<file path="config.mk">
export PLATFORM = sky130hd
export DESIGN_NAME = alu_seq_n
export DESIGN_NICKNAME = d
export VERILOG_FILES = /design/src/rtl/alu_seq_n.sv
export SDC_FILE = /design/constraint.sdc
export NUM_CORES = 1
export LEC_CHECK = 0
export CAP_MARGIN = 5
export CORE_ASPECT_RATIO = 0.9
export CORE_MARGIN = 2
export CORE_UTILIZATION = 55
export DETAILED_ROUTE_END_ITERATION = 10
export HOLD_SLACK_MARGIN = 0.03
export PLACE_DENSITY = 0.79
export SETUP_SLACK_MARGIN = 0.2
export SYNTH_ARGS = -nofsm -noshare
export SYNTH_HDL_FRONTEND = slang
export SYNTH_SLANG_ARGS = --single-unit
</file>
<file path="constraint.sdc">
create_clock -name ALU_clk -period 5.6 [get_ports ALU_clk]
set_clock_uncertainty 0.1 [all_clocks]
set_input_delay 0.84 -clock ALU_clk [delete_from_list [all_inputs] [get_ports ALU_clk]]
set_output_delay 0.84 -clock ALU_clk [all_outputs]
set_load 0.05 [all_outputs]
</file>
<file path="src/rtl/alu_seq_n.sv">
// Registered WIDTH-bit ALU with valid/ready handshake, flags, accumulator feedback and
// bit-serial shifts. Define ALU_MUL_EN to add an iterative shift-add multiply on opcode 1010.
module alu_seq_n #(
  parameter int WIDTH = 8
) (
  input  logic             ALU_clk,
  input  logic             ALU_reset,
  input  logic             ALU_in_valid,
  output logic             ALU_in_ready,
  input  logic [3:0]       ALU_option,
  input  logic             ALU_acc_sel,
  input  logic [WIDTH-1:0] ALU_in1,
  input  logic [WIDTH-1:0] ALU_in2,
  output logic             ALU_out_valid,
  input  logic             ALU_out_ready,
  output logic [WIDTH-1:0] ALU_out,
  output logic             ALU_Cout,
  output logic             ALU_zero,
  output logic             ALU_neg,
  output logic             ALU_ovf,
  output logic             ALU_err,
  output logic             ALU_busy
);

  // state | meaning
  // IDLE  | no result held, ready for a request
  // BUSY  | iterating a shift (or multiply) one step per clock
  // DONE  | result presented, waiting for consumer

  localparam int SHW = $clog2(WIDTH);
  localparam int CW  = SHW + 1;

  localparam logic [1:0] ST_IDLE = 2'd0;
  localparam logic [1:0] ST_BUSY = 2'd1;
  localparam logic [1:0] ST_DONE = 2'd2;

  localparam logic [3:0] OP_ADD = 4'b0000;
  localparam logic [3:0] OP_SUB = 4'b0001;
  localparam logic [3:0] OP_AND = 4'b0010;
  localparam logic [3:0] OP_OR  = 4'b0011;
  localparam logic [3:0] OP_NOT = 4'b0100;
  localparam logic [3:0] OP_XOR = 4'b0101;
  localparam logic [3:0] OP_NEG = 4'b0110;
  localparam logic [3:0] OP_SHL = 4'b0111;
  localparam logic [3:0] OP_SHR = 4'b1000;
  localparam logic [3:0] OP_SRA = 4'b1001;
`ifdef ALU_MUL_EN
  localparam logic [3:0] OP_MUL = 4'b1010;
`endif

  logic [1:0]       state, state_nxt;
  logic [CW-1:0]    cnt;
  logic [3:0]       op_q;
  logic [WIDTH-1:0] work;
  logic [WIDTH-1:0] acc;

  logic             accept;
  logic [WIDTH-1:0] opnd_a, opnd_b;
  logic [SHW-1:0]   shamt;
  logic [WIDTH:0]   add_w, sub_w;

  logic [WIDTH-1:0] s_res;
  logic             s_cout, s_ovf, s_err, s_iter;

  logic [WIDTH-1:0] step_work;
  logic             step_cout;

  logic [WIDTH-1:0] fin_res;
  logic             fin_cout, fin_ovf, fin_err, done_now;

`ifdef ALU_MUL_EN
  logic [WIDTH-1:0] mcand, mul_hi, step_hi;
  logic [WIDTH:0]   mul_sum;
  assign mul_sum = {1'b0, mul_hi} + (work[0] ? {1'b0, mcand} : '0);
`endif

  assign ALU_in_ready  = (state == ST_IDLE) || ((state == ST_DONE) && ALU_out_ready);
  assign ALU_out_valid = (state == ST_DONE);
  assign ALU_busy      = (state == ST_BUSY);
  assign accept        = ALU_in_valid && ALU_in_ready;

  // acc already holds a result being handed off this cycle, so chaining needs no bypass
  assign opnd_a = ALU_acc_sel ? acc : ALU_in1;
  assign opnd_b = ALU_in2;
  assign shamt  = ALU_in2[SHW-1:0];
  assign add_w  = {1'b0, opnd_a} + {1'b0, opnd_b};
  assign sub_w  = {1'b0, opnd_a} - {1'b0, opnd_b};

  always_comb begin
    s_res  = '0;
    s_cout = 1'b0;
    s_ovf  = 1'b0;
    s_err  = 1'b0;
    s_iter = 1'b0;
    case (ALU_option)
      OP_ADD: begin
        {s_cout, s_res} = add_w;
        s_ovf = (opnd_a[WIDTH-1] == opnd_b[WIDTH-1]) && (add_w[WIDTH-1] != opnd_a[WIDTH-1]);
      end
      OP_SUB: begin
        {s_cout, s_res} = sub_w;
        s_ovf = (opnd_a[WIDTH-1] != opnd_b[WIDTH-1]) && (sub_w[WIDTH-1] != opnd_a[WIDTH-1]);
      end
      OP_AND: s_res = opnd_a & opnd_b;
      OP_OR:  s_res = opnd_a | opnd_b;
      OP_NOT: s_res = ~opnd_a;
      OP_XOR: s_res = opnd_a ^ opnd_b;
      OP_NEG: s_res = '0 - opnd_a;
      OP_SHL, OP_SHR, OP_SRA: begin
        s_res  = opnd_a;
        s_iter = (shamt != '0);
      end
`ifdef ALU_MUL_EN
      OP_MUL: s_iter = 1'b1;
`endif
      default: s_err = 1'b1;
    endcase
  end

  always_comb begin
    step_work = work;
    step_cout = 1'b0;
`ifdef ALU_MUL_EN
    step_hi = mul_hi;
`endif
    case (op_q)
      OP_SHL: begin
        step_work = {work[WIDTH-2:0], 1'b0};
        step_cout = work[WIDTH-1];
      end
      OP_SHR: begin
        step_work = {1'b0, work[WIDTH-1:1]};
        step_cout = work[0];
      end
      OP_SRA: begin
        step_work = {work[WIDTH-1], work[WIDTH-1:1]};
        step_cout = work[0];
      end
`ifdef ALU_MUL_EN
      OP_MUL: begin
        step_work = {mul_sum[0], work[WIDTH-1:1]};
        step_hi   = mul_sum[WIDTH:1];
        step_cout = |mul_sum[WIDTH:1];
      end
`endif
      default: ;
    endcase
  end

  always_comb begin
    if (state == ST_BUSY) begin
      fin_res  = step_work;
      fin_cout = step_cout;
      fin_ovf  = 1'b0;
      fin_err  = 1'b0;
      done_now = (cnt == CW'(1));
    end else begin
      fin_res  = s_res;
      fin_cout = s_cout;
      fin_ovf  = s_ovf;
      fin_err  = s_err;
      done_now = accept && !s_iter;
    end
  end

  always_comb begin
    state_nxt = state;
    case (state)
      ST_IDLE, ST_DONE: begin
        if (accept)
          state_nxt = s_iter ? ST_BUSY : ST_DONE;
        else if ((state == ST_DONE) && ALU_out_ready)
          state_nxt = ST_IDLE;
      end
      ST_BUSY: if (cnt == CW'(1)) state_nxt = ST_DONE;
      default: state_nxt = ST_IDLE;
    endcase
  end

  always_ff @(posedge ALU_clk or posedge ALU_reset) begin
    if (ALU_reset) begin
      state    <= ST_IDLE;
      cnt      <= '0;
      op_q     <= '0;
      work     <= '0;
      acc      <= '0;
      ALU_out  <= '0;
      ALU_Cout <= 1'b0;
      ALU_zero <= 1'b0;
      ALU_neg  <= 1'b0;
      ALU_ovf  <= 1'b0;
      ALU_err  <= 1'b0;
`ifdef ALU_MUL_EN
      mcand    <= '0;
      mul_hi   <= '0;
`endif
    end else begin
      state <= state_nxt;
      if (accept) begin
        op_q <= ALU_option;
        work <= opnd_a;
        cnt  <= {1'b0, shamt};
`ifdef ALU_MUL_EN
        if (ALU_option == OP_MUL) begin
          work   <= opnd_b;
          mcand  <= opnd_a;
          mul_hi <= '0;
          cnt    <= CW'(WIDTH);
        end
`endif
      end else if (state == ST_BUSY) begin
        work <= step_work;
        cnt  <= cnt - CW'(1);
`ifdef ALU_MUL_EN
        mul_hi <= step_hi;
`endif
      end
      if (done_now) begin
        ALU_out  <= fin_res;
        acc      <= fin_res;
        ALU_Cout <= fin_cout;
        ALU_zero <= (fin_res == '0) && !fin_err;
        ALU_neg  <= fin_res[WIDTH-1];
        ALU_ovf  <= fin_ovf;
        ALU_err  <= fin_err;
      end
    end
  end

endmodule
</file>
* After elaboration in Yosys (flattened, before gate mapping) *
Index checks and enable logic that the tools add are counted.

word-level totals
  register bits after elaboration = 31
  logic and storage cells = 80
  input bits = 25
  output and inout port bits = 16

operators by class
  bitwise logic cells = 4
  muxes and demuxes = 22
  $add $sub $neg = 4
  reduce and logical (&&, ||, !) cells = 19
  equality and inequality tests = 21

operators by type and width
  cell                   count
  $pmux W8 S8            1
  $mux W8                4
  $pmux W8 S3            1
  $eq A4 B3 Y1 const B   5
  $eq A4 B4 Y1 const B   4
  $reduce_or A10 Y1      1
  $add A8 B8 Y9          1
  $sub A8 B8 Y9          1
  $and A8 B8 Y8          1
  $eq A4 B1 Y1 const B   2
  $eq A4 B2 Y1 const B   2
  $logic_not A8 Y1       1
  $mux W2                4
  $mux W4                2
  $not A8 Y8             1
  $or A8 B8 Y8           1
  $sub A1 B8 Y8 const A  1
  $xor A8 B8 Y8          1
  $logic_and A1 B1 Y1    6
  $mux W1                6
  $pmux W1 S2            3
  $logic_not A4 Y1       1
  $pmux W2 S2            1
  $reduce_or A2 Y1       2
  14 further kinds       17

* Longest topological paths before layout *
Gate-level depths: netlist of run 1.

  word-level depth = 6
  depth in mapped cells = 13
  gate-level depth less buffers = 12

* Worst setup path before layout of run 1 *
OpenSTA, ideal clock, no wires.

  path type = input-to-reg
  start point = input ALU_acc_sel
  end point = register ALU_zero
  stages on the path = 12
  path buffers = 1
  setup time = 0.092 ns
  required time = 5.408 ns
  arrival = 3.490 ns
  slack = 1.918 ns
  cells stage by stage = buf_6 > mux2i_2 > ha_1 > fa_1 > or2_1 > a221oi_1 > mux2_2 > o21ai_0 > nand4_1 > a21oi_1 > nand4b_1 > o31ai_2

between the ends
  longest elaborated chain between the ends = 6
  elaborated cells on any way between the ends = 12
  those cells by class = 3 x add/sub; 3 x mux; 4 x bitwise; 2 x reduce/logical

RTL lines
  element                                      RTL line  text
  from (decl)                                  11        input logic ALU_acc_sel,
  $mux W8 *                                    83        assign opnd_a = ALU_acc_sel ? acc : ALU_in1;
  $sub A1 B8 Y8, or another cell as far along  108       OP_NEG: s_res = '0 - opnd_a;
  $pmux W8 S8 *                                95        case (ALU_option)
  $mux W8 *                                    151       if (state == ST_BUSY) begin
  $logic_not A8 Y1 *                           222       ALU_zero <= (fin_res == '0) && !fin_err;
  $logic_and A1 B1 Y1 *                        222
  to (signal assigned)                         222
  to (decl)                                    18        output logic ALU_zero,

Every way passes the cells marked *; elsewhere a longest branch is shown, timed or not.
A chain may end at the register's enable or synchronous reset.

* Final worst setup path of run 1 *
Same ends and word-level chain as after synthesis.

==> results of run 1 <==
-- critical path, delay by kind of cell --
kind	cells	cell delay, ns
AOI/OAI and AO/OA	4	1.08
adders and majority gates	2	0.66
buffers and inverters	2	0.87
muxes	2	0.65
and+or+nand+nor	3	0.55
-- per-stage QoR --
| step | worst slack, ns | hold slack [ns] | area, um^2 | cells | utilization |
|---|---|---|---|---|---|
| after detailed placement | 0.845 | 0.367 | 3790 | 496 | 0.624 |
| after global placement | 0.966 | 0.365 | 3790 | 496 | 0.624 |
| after floorplan | 1.92 | 0.365 | 3420 | 403 | - |
| final | 1.03 | 0.380 | 3930 | 505 | 0.646 |
| after global routing | 0.868 | 0.395 | 3930 | 505 | 0.646 |
| after CTS | 1.10 | 0.383 | 3900 | 504 | 0.642 |
-- state kept, by name (all words and copies together), names as in the netlist, 2 cells and up --
register	cells
state	2
acc	7
op_q	4
work	8
cnt	4
-- final cells by class --
| class | instances | area, um^2 |
|---|---|---|
| timing repair buffer | 44 | 450 |
| clock inverter | 3 | 40.0 |
| inverter | 32 | 120 |
| multi-input combinational | 319 | 2410 |
| clock buffer | 5 | 68.8 |
| fill | 510 | 2150 |
| tap | 72 | 90.1 |
| sequential | 30 | 751 |
-- routing by layer --
metal	GRT usage	vias to the layer above
met1	0.382	1493
met4	0.118	0
met2	0.421	163
met3	0.0353	25
li1	-	1515
met5	0	-
-- cell usage after synthesis (all sizes together) (7+ instances only) --
library cell,count
nor3,10
nand3,9
a221oi,7
mux2i,11
dfrtp,30
ha,31
a22oi,9
clkbuf,7
a21oi,25
o21ai,25
nor2,36
buf,15
nand2,34
inv,32
nor2b,8
xnor2,16
-- logic make-up (layout without fill, tap and decap cells) --
family / count (synthesis) / in the layout / share of synthesized area
AO/OA/AOI/OAI: 124 / 124 / 0.267
XOR/XNOR: 19 / 19 / 0.0486
adder cells (fa/ha/maj): 33 / 33 / 0.125
buffers and inverters: 54 / 84 / 0.0768
flip-flops: 30 / 30 / 0.219
multiplexers: 15 / 15 / 0.0669
AND/OR/NAND/NOR: 128 / 128 / 0.196
-- where the power goes --
group,leakage [nW],switching [mW],internal (mW)
registers,0.372,0.106,0.307
clock network,0.0579,0.0861,0.131
logic,1.20,0.630,0.406
-- how the worst min path moves through the flow --
stage | from | endpoint | slack (ns) | depth (start not counted)
2_1_floorplan | op_q[0] | op_q[0] | 0.37 | 2
3_3_place_gp | ALU_Cout | ALU_Cout | 0.37 | 1
3_5_place_dp | ALU_err | ALU_err | 0.37 | 2
4_1_cts | ALU_err | ALU_err | 0.38 | 2
5_1_grt | ALU_err | ALU_err | 0.40 | 2
6_report | ALU_err | ALU_err | 0.38 | 2
==> run summary, run 1 <==
overall global routing resource usage: 0.273
status: complete, no violations
worst path arrival time: 4.66 ns
worst slew pin tran: 1.20 ns
die height: 78.8 um
minimum clock period: 4.57 ns
Power, Total: 1.67 mW
share of post-route cells with drive strength above 1: 0.0970
vias in the first global route: 2942
CTS Sinks: 30
Nets: 490
Hold Vio Cnt, Final: 0
CTS buffer count: 5
routed len/inst: 17.9 um
CP Launch Point: ALU_acc_sel
leakage: 1.63 nW
Primary FF master, synth: dfrtp_1
worst vdd ir: 0.000161 V
sequential share of the synthesized area: 0.219
Setup Viol. Count Final: 0
pwr/cell area: 424 mW/mm^2
fin. max-slew vios: 0
Yosys warnings: 0
DRC Markers: 0
postcts setup bufs: 0
CP Class: in -> reg
Detail Placement HPWL: 6990 um
crit path max-delay cell type: clkdlybuf4s50_1
commonest non-fill, non-tap cell in the layout: clkdlybuf4s50_1
die area: 0.00687 mm^2
vias per cell: 6.33
largest cells by area after synthesis: dfrtp_1 22%, ha_1 11%, xnor2_1 4.1%
DR iter-0 viols: 216
Antenna Cells: 0
post-synth cell types: 71
GRT overflow: 0
R2R Path Start: acc[0]
met3 wire len: 652 um
core outline area: 0.00608 mm^2
GP Congestion: 0.881
RSZ-0062 raised after global routing: false
Syn Area/Cell: 8.49 um^2
CP max stage delay: 0.67 ns
Worst-Skew Late Latency: 0.28 ns
CP max FO: 8
Pre-antenna DRT Iters: 5
maximum clock path buffer count: 2
first-pass GRT wire length: 14800 um
FF+latch count, synth: 30
achievable frequency: 0.219 GHz
Synth top area share: 0.219
Mapped Area: 0.00342 mm^2
IO Port Bufs: 40
Initial Util: 0.563
met2 routed WL: 4120 um
largest net degree at the start of global routing: 32
post-route ant nets: 0
MaxCap Viol Count: 0
routed via count: 3196
IO Count: 41
R2R depth: 12
P&R area growth vs syn: 14.8%
WL final: 9060 um
CP Capture Point: ALU_zero
Tightest Hold Check Type: reg -> reg
area leader, netlist: dfrtp_1
element type at the critical path start: primary input
clk root buf: clkbuf_8
Setup TNS Final: 0 ns
PostCTS Resize Cnt: 0
Tcrit/Tclk final: 0.816
Reg-to-Reg End: ALU_zero
number of synthesized flops with an enable pin: 0
H-tree levels: 2
fraction of registers with async set or reset after synthesis: 1.00
# hold bufs at CTS: 0
Post-Syn Nets: 461
cells along the critical path: clkdlybuf4s50_1 -> mux2i_2 -> buf_4 -> ha_1 -> fa_1 -> or2_1 -> a221oi_1 -> mux2_2 -> o21ai_0 -> nand4_1 -> a21oi_1 -> nand4b_1 -> o31ai_2
Worst slew margin: 0.188
DIE WIDTH: 87.2 um
Post-Route M1 WL: 3990 um
most frequent cells in the layout: 40 x clkdlybuf4s50_1, 36 x nor2_1, 34 x nand2_1
Worst Setup End Kind: flip-flop
row count: 27
Req. time, crit path: 5.69 ns
CTS tree: built
initial antenna violation count: 0
Syn Inst Count: 403
top sig layer: met4
Reg2Reg Setup Slack: 2.02 ns
Clock transition at path regs: 0.07 ns
Note: power is estimated with default switching activity, not from simulation.
==> inputs of run 2 (changes only) <==
CORE_UTILIZATION = 52   (was 55)
PLACE_DENSITY = 0.78   (was 0.79)
clock period = 3.9 ns   (was 5.6 ns; I/O delays follow)
==> run summary, run 2 (synthesis results as in run 1) <==
status: complete, no violations
R2R depth: 11 (-1)
CTS Sinks: 30 (unchanged)
Pre-antenna DRT Iters: 5 (unchanged)
die area: 0.00725 mm^2 (+5.5%)
Hold Vio Cnt, Final: 0 (unchanged)
Clock transition at path regs: 0.06 ns (about the same)
GRT overflow: 0 (unchanged)
post-route design area: 0.00419 mm^2 (+6.5%)
Hold EP: ALU_Cout
initial antenna violation count: 0 (unchanged)
MaxCap Viol Count: 0 (unchanged)
Antenna Cells: 0 (unchanged)
Setup TNS Final: 0 ns (unchanged)
element type at the critical path start: primary input
Reg-to-Reg End: ALU_zero
Reg2Reg Setup Slack: 0.70 ns (-1.32 ns)
Hold Path Depth: 1 (-1)
achievable frequency: 0.289 GHz
IO Port Bufs: 40 (unchanged)
DR iter-0 viols: 263 (+22%)
worst slew pin tran: 1.15 ns (-0.0503 ns)
CTS buffer count: 5 (unchanged)
max FFs per register: 8 (unchanged)
core outline area: 0.00648 mm^2 (+6.6%)
vias per cell: 6.02 (-4.8%)
hold_sp: ALU_Cout
fin cells: 554 (+9.7%)
Req. time, crit path: 4.00 ns (-1.69 ns)
clk root buf: clkbuf_8
fin. max-slew vios: 0 (unchanged)
maximum clock path buffer count: 2 (unchanged)
Most flops, register: work
CP max FO: 4 (-4)
worst vdd ir: 0.000259 V (+60%)
Initial Util: 0.528 (-0.0348)
RSZ-0062 raised after global routing: false
Setup Viol. Count Final: 0 (unchanged)
Worst slew margin: 0.232 (+0.0440)
Buf+Inv Stages, Crit Path: 1 (-1)
pwr/cell area: 589 mW/mm^2 (+39%)
P&R area growth vs syn: 22.3%
commonest non-fill, non-tap cell in the layout: clkdlybuf4s50_1
leakage: 1.79 nW (+9.6%)
Post-Place Cells: 546 (+10%)
CP Class: in -> reg
Worst-Skew Late Latency: 0.29 ns (about the same)
vias in the first global route: 3080 (+4.7%)
first-pass GRT wire length: 16100 um (+9.0%)
worst path arrival time: 3.57 ns (-1.09 ns)
DP Area: 0.00406 mm^2 (+6.9%)
Regs by FF count: work: 8 flops, acc: 7 flops
GP Congestion: 1.02 (+16%)
routed len/inst: 18.2 um (+1.3%)
CP max stage delay: 0.41 ns (-0.26 ns)
largest net degree at the start of global routing: 31 (-3.1%)
Worst Setup End Kind: flip-flop
Tcrit/Tclk final: 0.888
cells along the critical path: dlygate4sd2_1 -> mux2i_4 -> ha_1 -> fa_1 -> or2_1 -> a221oi_2 -> mux2_2 -> o21ai_1 -> nand4_1 -> a21oi_2 -> nand4b_1 -> o31ai_2
die height: 81.0 um (+2.7%)
IO Count: 41 (unchanged)
H-tree levels: 2 (unchanged)
share of post-route cells with drive strength above 1: 0.166 (+0.0690)
post-route ant nets: 0 (unchanged)
DIE WIDTH: 89.5 um (+2.7%)
routed via count: 3337 (+4.4%)
WL final: 10100 um (+11%)
overall global routing resource usage: 0.292 (+0.0193)
minimum clock period: 3.46 ns
most frequent cells in the layout: 38 x clkdlybuf4s50_1, 36 x nor2_1, 36 x buf_4
R2R Path Start: acc[0]
DRC Markers: 0 (unchanged)
final core utilization: 0.646 (about the same)
fillcell total: 564 (+11%)
Detail Placement HPWL: 8020 um (+15%)
Nets: 522 (+6.5%)
CTS tree: built
row count: 28 (+3.7%)
crit path max-delay cell type: fa_1
Top delay family on crit path: compound AO/OA/AOI/OAI gates
Tightest Hold Check Type: reg -> reg
[run 2: timing repair]
| action | CTS | global route |
|---|---|---|
| resized for setup | 6 | 3 |
| pin swaps | 1 | 2 |
| setup endpoints to repair | 1 | 1 |
| buffers inserted | 1 | 0 |
| hold buffers | 0 | 0 |
[run 2: cell type report]
class                           instances  area [um^2]  share of cell area
Clock buffer                            5         68.8              0.0164
Sequential cell                        30          751               0.179
Multi-Input combinational cell        319         2450               0.586
Inverter                               32          120              0.0287
Timing Repair Buffer                   76          672               0.161
Tap cell                               90          113              0.0269
Clock inverter                          2         10.0             0.00239
[run 2: how the worst max path moves through the flow]
stage / startpoint / to / slack [ns] / depth (start not counted)
CTS: ALU_in1[0] / ALU_zero / 0.29 / 12
global route: ALU_acc_sel / ALU_zero / 0.27 / 13
floorplan: ALU_acc_sel / ALU_zero / 0.47 / 12
global placement: ALU_acc_sel / ALU_zero / -0.19 / 13
finish: ALU_acc_sel / ALU_zero / 0.44 / 12
detailed placement: ALU_acc_sel / ALU_zero / -0.19 / 13
[run 2: stage by stage]
stage	power, mW	setup slack, ns	hold WS, ns
6_report	2.46	0.435	0.378
3_3_place_gp	2.15	-0.187	0.366
5_1_grt	2.63	0.272	0.417
2_1_floorplan	1.68	0.473	0.365
3_5_place_dp	2.18	-0.185	0.366
4_1_cts	2.44	0.288	0.380
[run 2: power breakdown]
part | switching [mW] | internal [mW] | total (mW)
Combinational | 0.954 | 0.673 | 1.63
Sequential | 0.159 | 0.441 | 0.600
Clock | 0.118 | 0.119 | 0.237
Total | 1.23 | 1.23 | 2.46
[run 2: layer usage]
layer  part of all wire  global-route usage  vias to the layer above
met4              0.018              0.0851                        0
met1               0.44               0.413                     1580
li1                   -                   -                     1575
met3              0.073              0.0295                       16
met5                  0                   0                        -
met2               0.47               0.472                      166
==> inputs of run 3 (changes only) <==
CORE_MARGIN = not set   (was 2)
==> run summary, run 3 (synthesis results as in run 1) <==
GRT overflow: 0 (unchanged)
Req. time, crit path: 4.01 ns (about the same)
initial antenna violation count: 0 (unchanged)
Tcrit/Tclk final: 0.913 (+0.0242)
Detail Placement HPWL: 8290 um (+3.3%)
Worst Setup End Kind: flip-flop
H-tree levels: 2 (unchanged)
worst path arrival time: 3.67 ns (+0.10 ns)
CTS buffer count: 5 (unchanged)
# hold bufs at CTS: 0 (unchanged)
maximum clock path buffer count: 2 (unchanged)
MaxCap Viol Count: 0 (unchanged)
worst slew pin tran: 0.790 ns (-0.361 ns)
Clock transition at path regs: 0.08 ns (+0.02 ns)
Initial Util: 0.548 (+0.0196)
Sw Pwr: 1.26 mW (+2.7%)
top sig layer: met4
routed via count: 3421 (+2.5%)
fin. max-slew vios: 0 (unchanged)
CP max FO: 4 (unchanged)
Most flops, register: work
clk root buf: clkbuf_8
Sw Share: 0.497 (-0.00269)
WL final: 10300 um (+2.8%)
CTS tree: built
post-route design area: 0.00423 mm^2 (+1.1%)
most frequent cells in the layout: 39 x clkdlybuf4s50_1, 39 x buf_4, 36 x nor2_1
Pre-antenna DRT Iters: 5 (unchanged)
DR iter-0 viols: 347 (+32%)
row count: 27 (-3.6%)
IO Port Bufs: 40 (unchanged)
Setup TNS Final: 0 ns (unchanged)
met2 routed WL: 4710 um (+0.34%)
clock power share: 0.107 (+0.011)
post-route ant nets: 0 (unchanged)
pwr/cell area: 601 mW/mm^2 (+2.1%)
routed len/inst: 18.6 um (+2.4%)
minimum clock period: 3.56 ns (+0.0946 ns)
DIE WIDTH: 87.5 um (-2.2%)
dpl ws: -0.125 ns (+0.0606 ns)
CTS Sinks: 30 (unchanged)
largest net degree at the start of global routing: 31 (unchanged)
Regs by FF count: work: 8 flops, acc: 7 flops
die area: 0.00691 mm^2 (-4.6%)
max FFs per register: 8 (unchanged)
die height: 79.0 um (-2.5%)
P&R area growth vs syn: 23.6%
DRC Markers: 0 (unchanged)
core outline area: 0.00625 mm^2 (-3.6%)
P_int: 1.28 mW (+3.8%)
worst vdd ir: 0.000234 V (-9.6%)
Hold Vio Cnt, Final: 0 (unchanged)
share of post-route cells with drive strength above 1: 0.177 (+0.0110)
hold_ws: 0.396 ns (+0.0178 ns)
vias in the first global route: 3106 (+0.84%)
status: complete, no violations
Power, Total: 2.54 mW (+3.2%)
Comb pwr share: 0.653 (-0.007)
first-pass GRT wire length: 16200 um (+0.30%)
Antenna Cells: 0 (unchanged)
Worst-Skew Late Latency: 0.29 ns (about the same)
Nets: 526 (+0.77%)
fillcell total: 534 (-5.3%)
Flop pwr share: 0.239 (-0.004)
GP Congestion: 1.04 (+2.2%)
vias per cell: 6.15 (+2.1%)
IO Count: 41 (unchanged)
Worst slew margin: 0.472 (+0.240)
Setup Viol. Count Final: 0 (unchanged)
Post-Route M1 WL: 4580 um (+3.0%)
achievable frequency: 0.281 GHz (-2.7%)
overall global routing resource usage: 0.308 (+0.0162)
RSZ-0062 raised after global routing: false
setup ws final: 0.341 ns (-0.0946 ns)
DP Area: 0.00408 mm^2 (+0.65%)
met3 wire len: 830 um (+12%)
CP Class: in -> reg
element type at the critical path start: primary input
Tightest Hold Check Type: reg -> reg
leakage: 1.81 nW (+1.4%)
## run 3: cell types whose count changed in the layout (fill, tap and decap cells not counted), sizes merged
cell | previous run | this run
buf | 36 | 40
clkbuf | 5 | 7
clkdlybuf4s50 | 38 | 39
clkinv | 2 | 1
dlygate4sd2 | 1 | 0
## run 3: what timing repair did
item / 4_1_cts / 5_1_grt
resized for setup: 2 / 5
setup endpoints to repair: 1 / 3
pin swaps: 0 / 2
buffers inserted: 0 / 0
endpoints found under the hold margin: 0 / 0
## run 3: final cells by class
cell class                 instances  area (um^2)  area share
clock buffer                       7         86.3      0.0204
timing repair buffer              80          723       0.171
clock inverter                     1         5.00     0.00118
multi-input combinational        319         2440       0.576
inverter                          32          120      0.0284
sequential                        30          751       0.177
tap                               87          109      0.0257
## run 3: worst paths after layout
path / from / endpoint / slack [ns] / cells after the start
max in group asynchronous: ALU_reset / acc[3] / 2.76 / 3
min in group asynchronous: ALU_reset / cnt[0] / 0.48 / 2
worst max-delay path: ALU_in1[0] / ALU_zero / 0.34 / 12
worst max register to register: acc[0] / ALU_zero / 0.74 / 11
worst min-delay path: ALU_Cout / ALU_Cout / 0.40 / 1
worst min register to register: ALU_Cout / ALU_Cout / 0.40 / 1
## run 3: metrics by stage
step	instances	util
CTS	555	0.669
finish	556	0.677
global route	556	0.677
global placement	547	0.653
detailed placement	547	0.653
floorplan	403	-
## run 3: power by group through the flow
stage                     logic [mW]  registers, mW  clock network (mW)
after floorplan                0.928          0.751                   0
after global placement          1.59          0.597                   0
after detailed placement        1.62          0.606                   0
after CTS                       1.63          0.601               0.269
after global routing            1.78          0.620               0.284
final                           1.66          0.608               0.273
## run 3: metal layers
metal / vias to the layer above / global-route usage
met3: 22 / 0.0312
met5: - / 0
met4: 0 / 0.107
met2: 182 / 0.475
met1: 1626 / 0.447
li1: 1591 / -
## run 3: critical path, cell delays in order
cell and delay, ns:
clkdlybuf4s50_1 0.50, mux2i_2 0.12, ha_1 0.25, fa_1 0.39
or2_1 0.25, a221oi_2 0.28, mux2_2 0.36, o21ai_0 0.16
nand4_1 0.14, a21oi_1 0.25, nand4b_1 0.14, o31ai_2 0.22
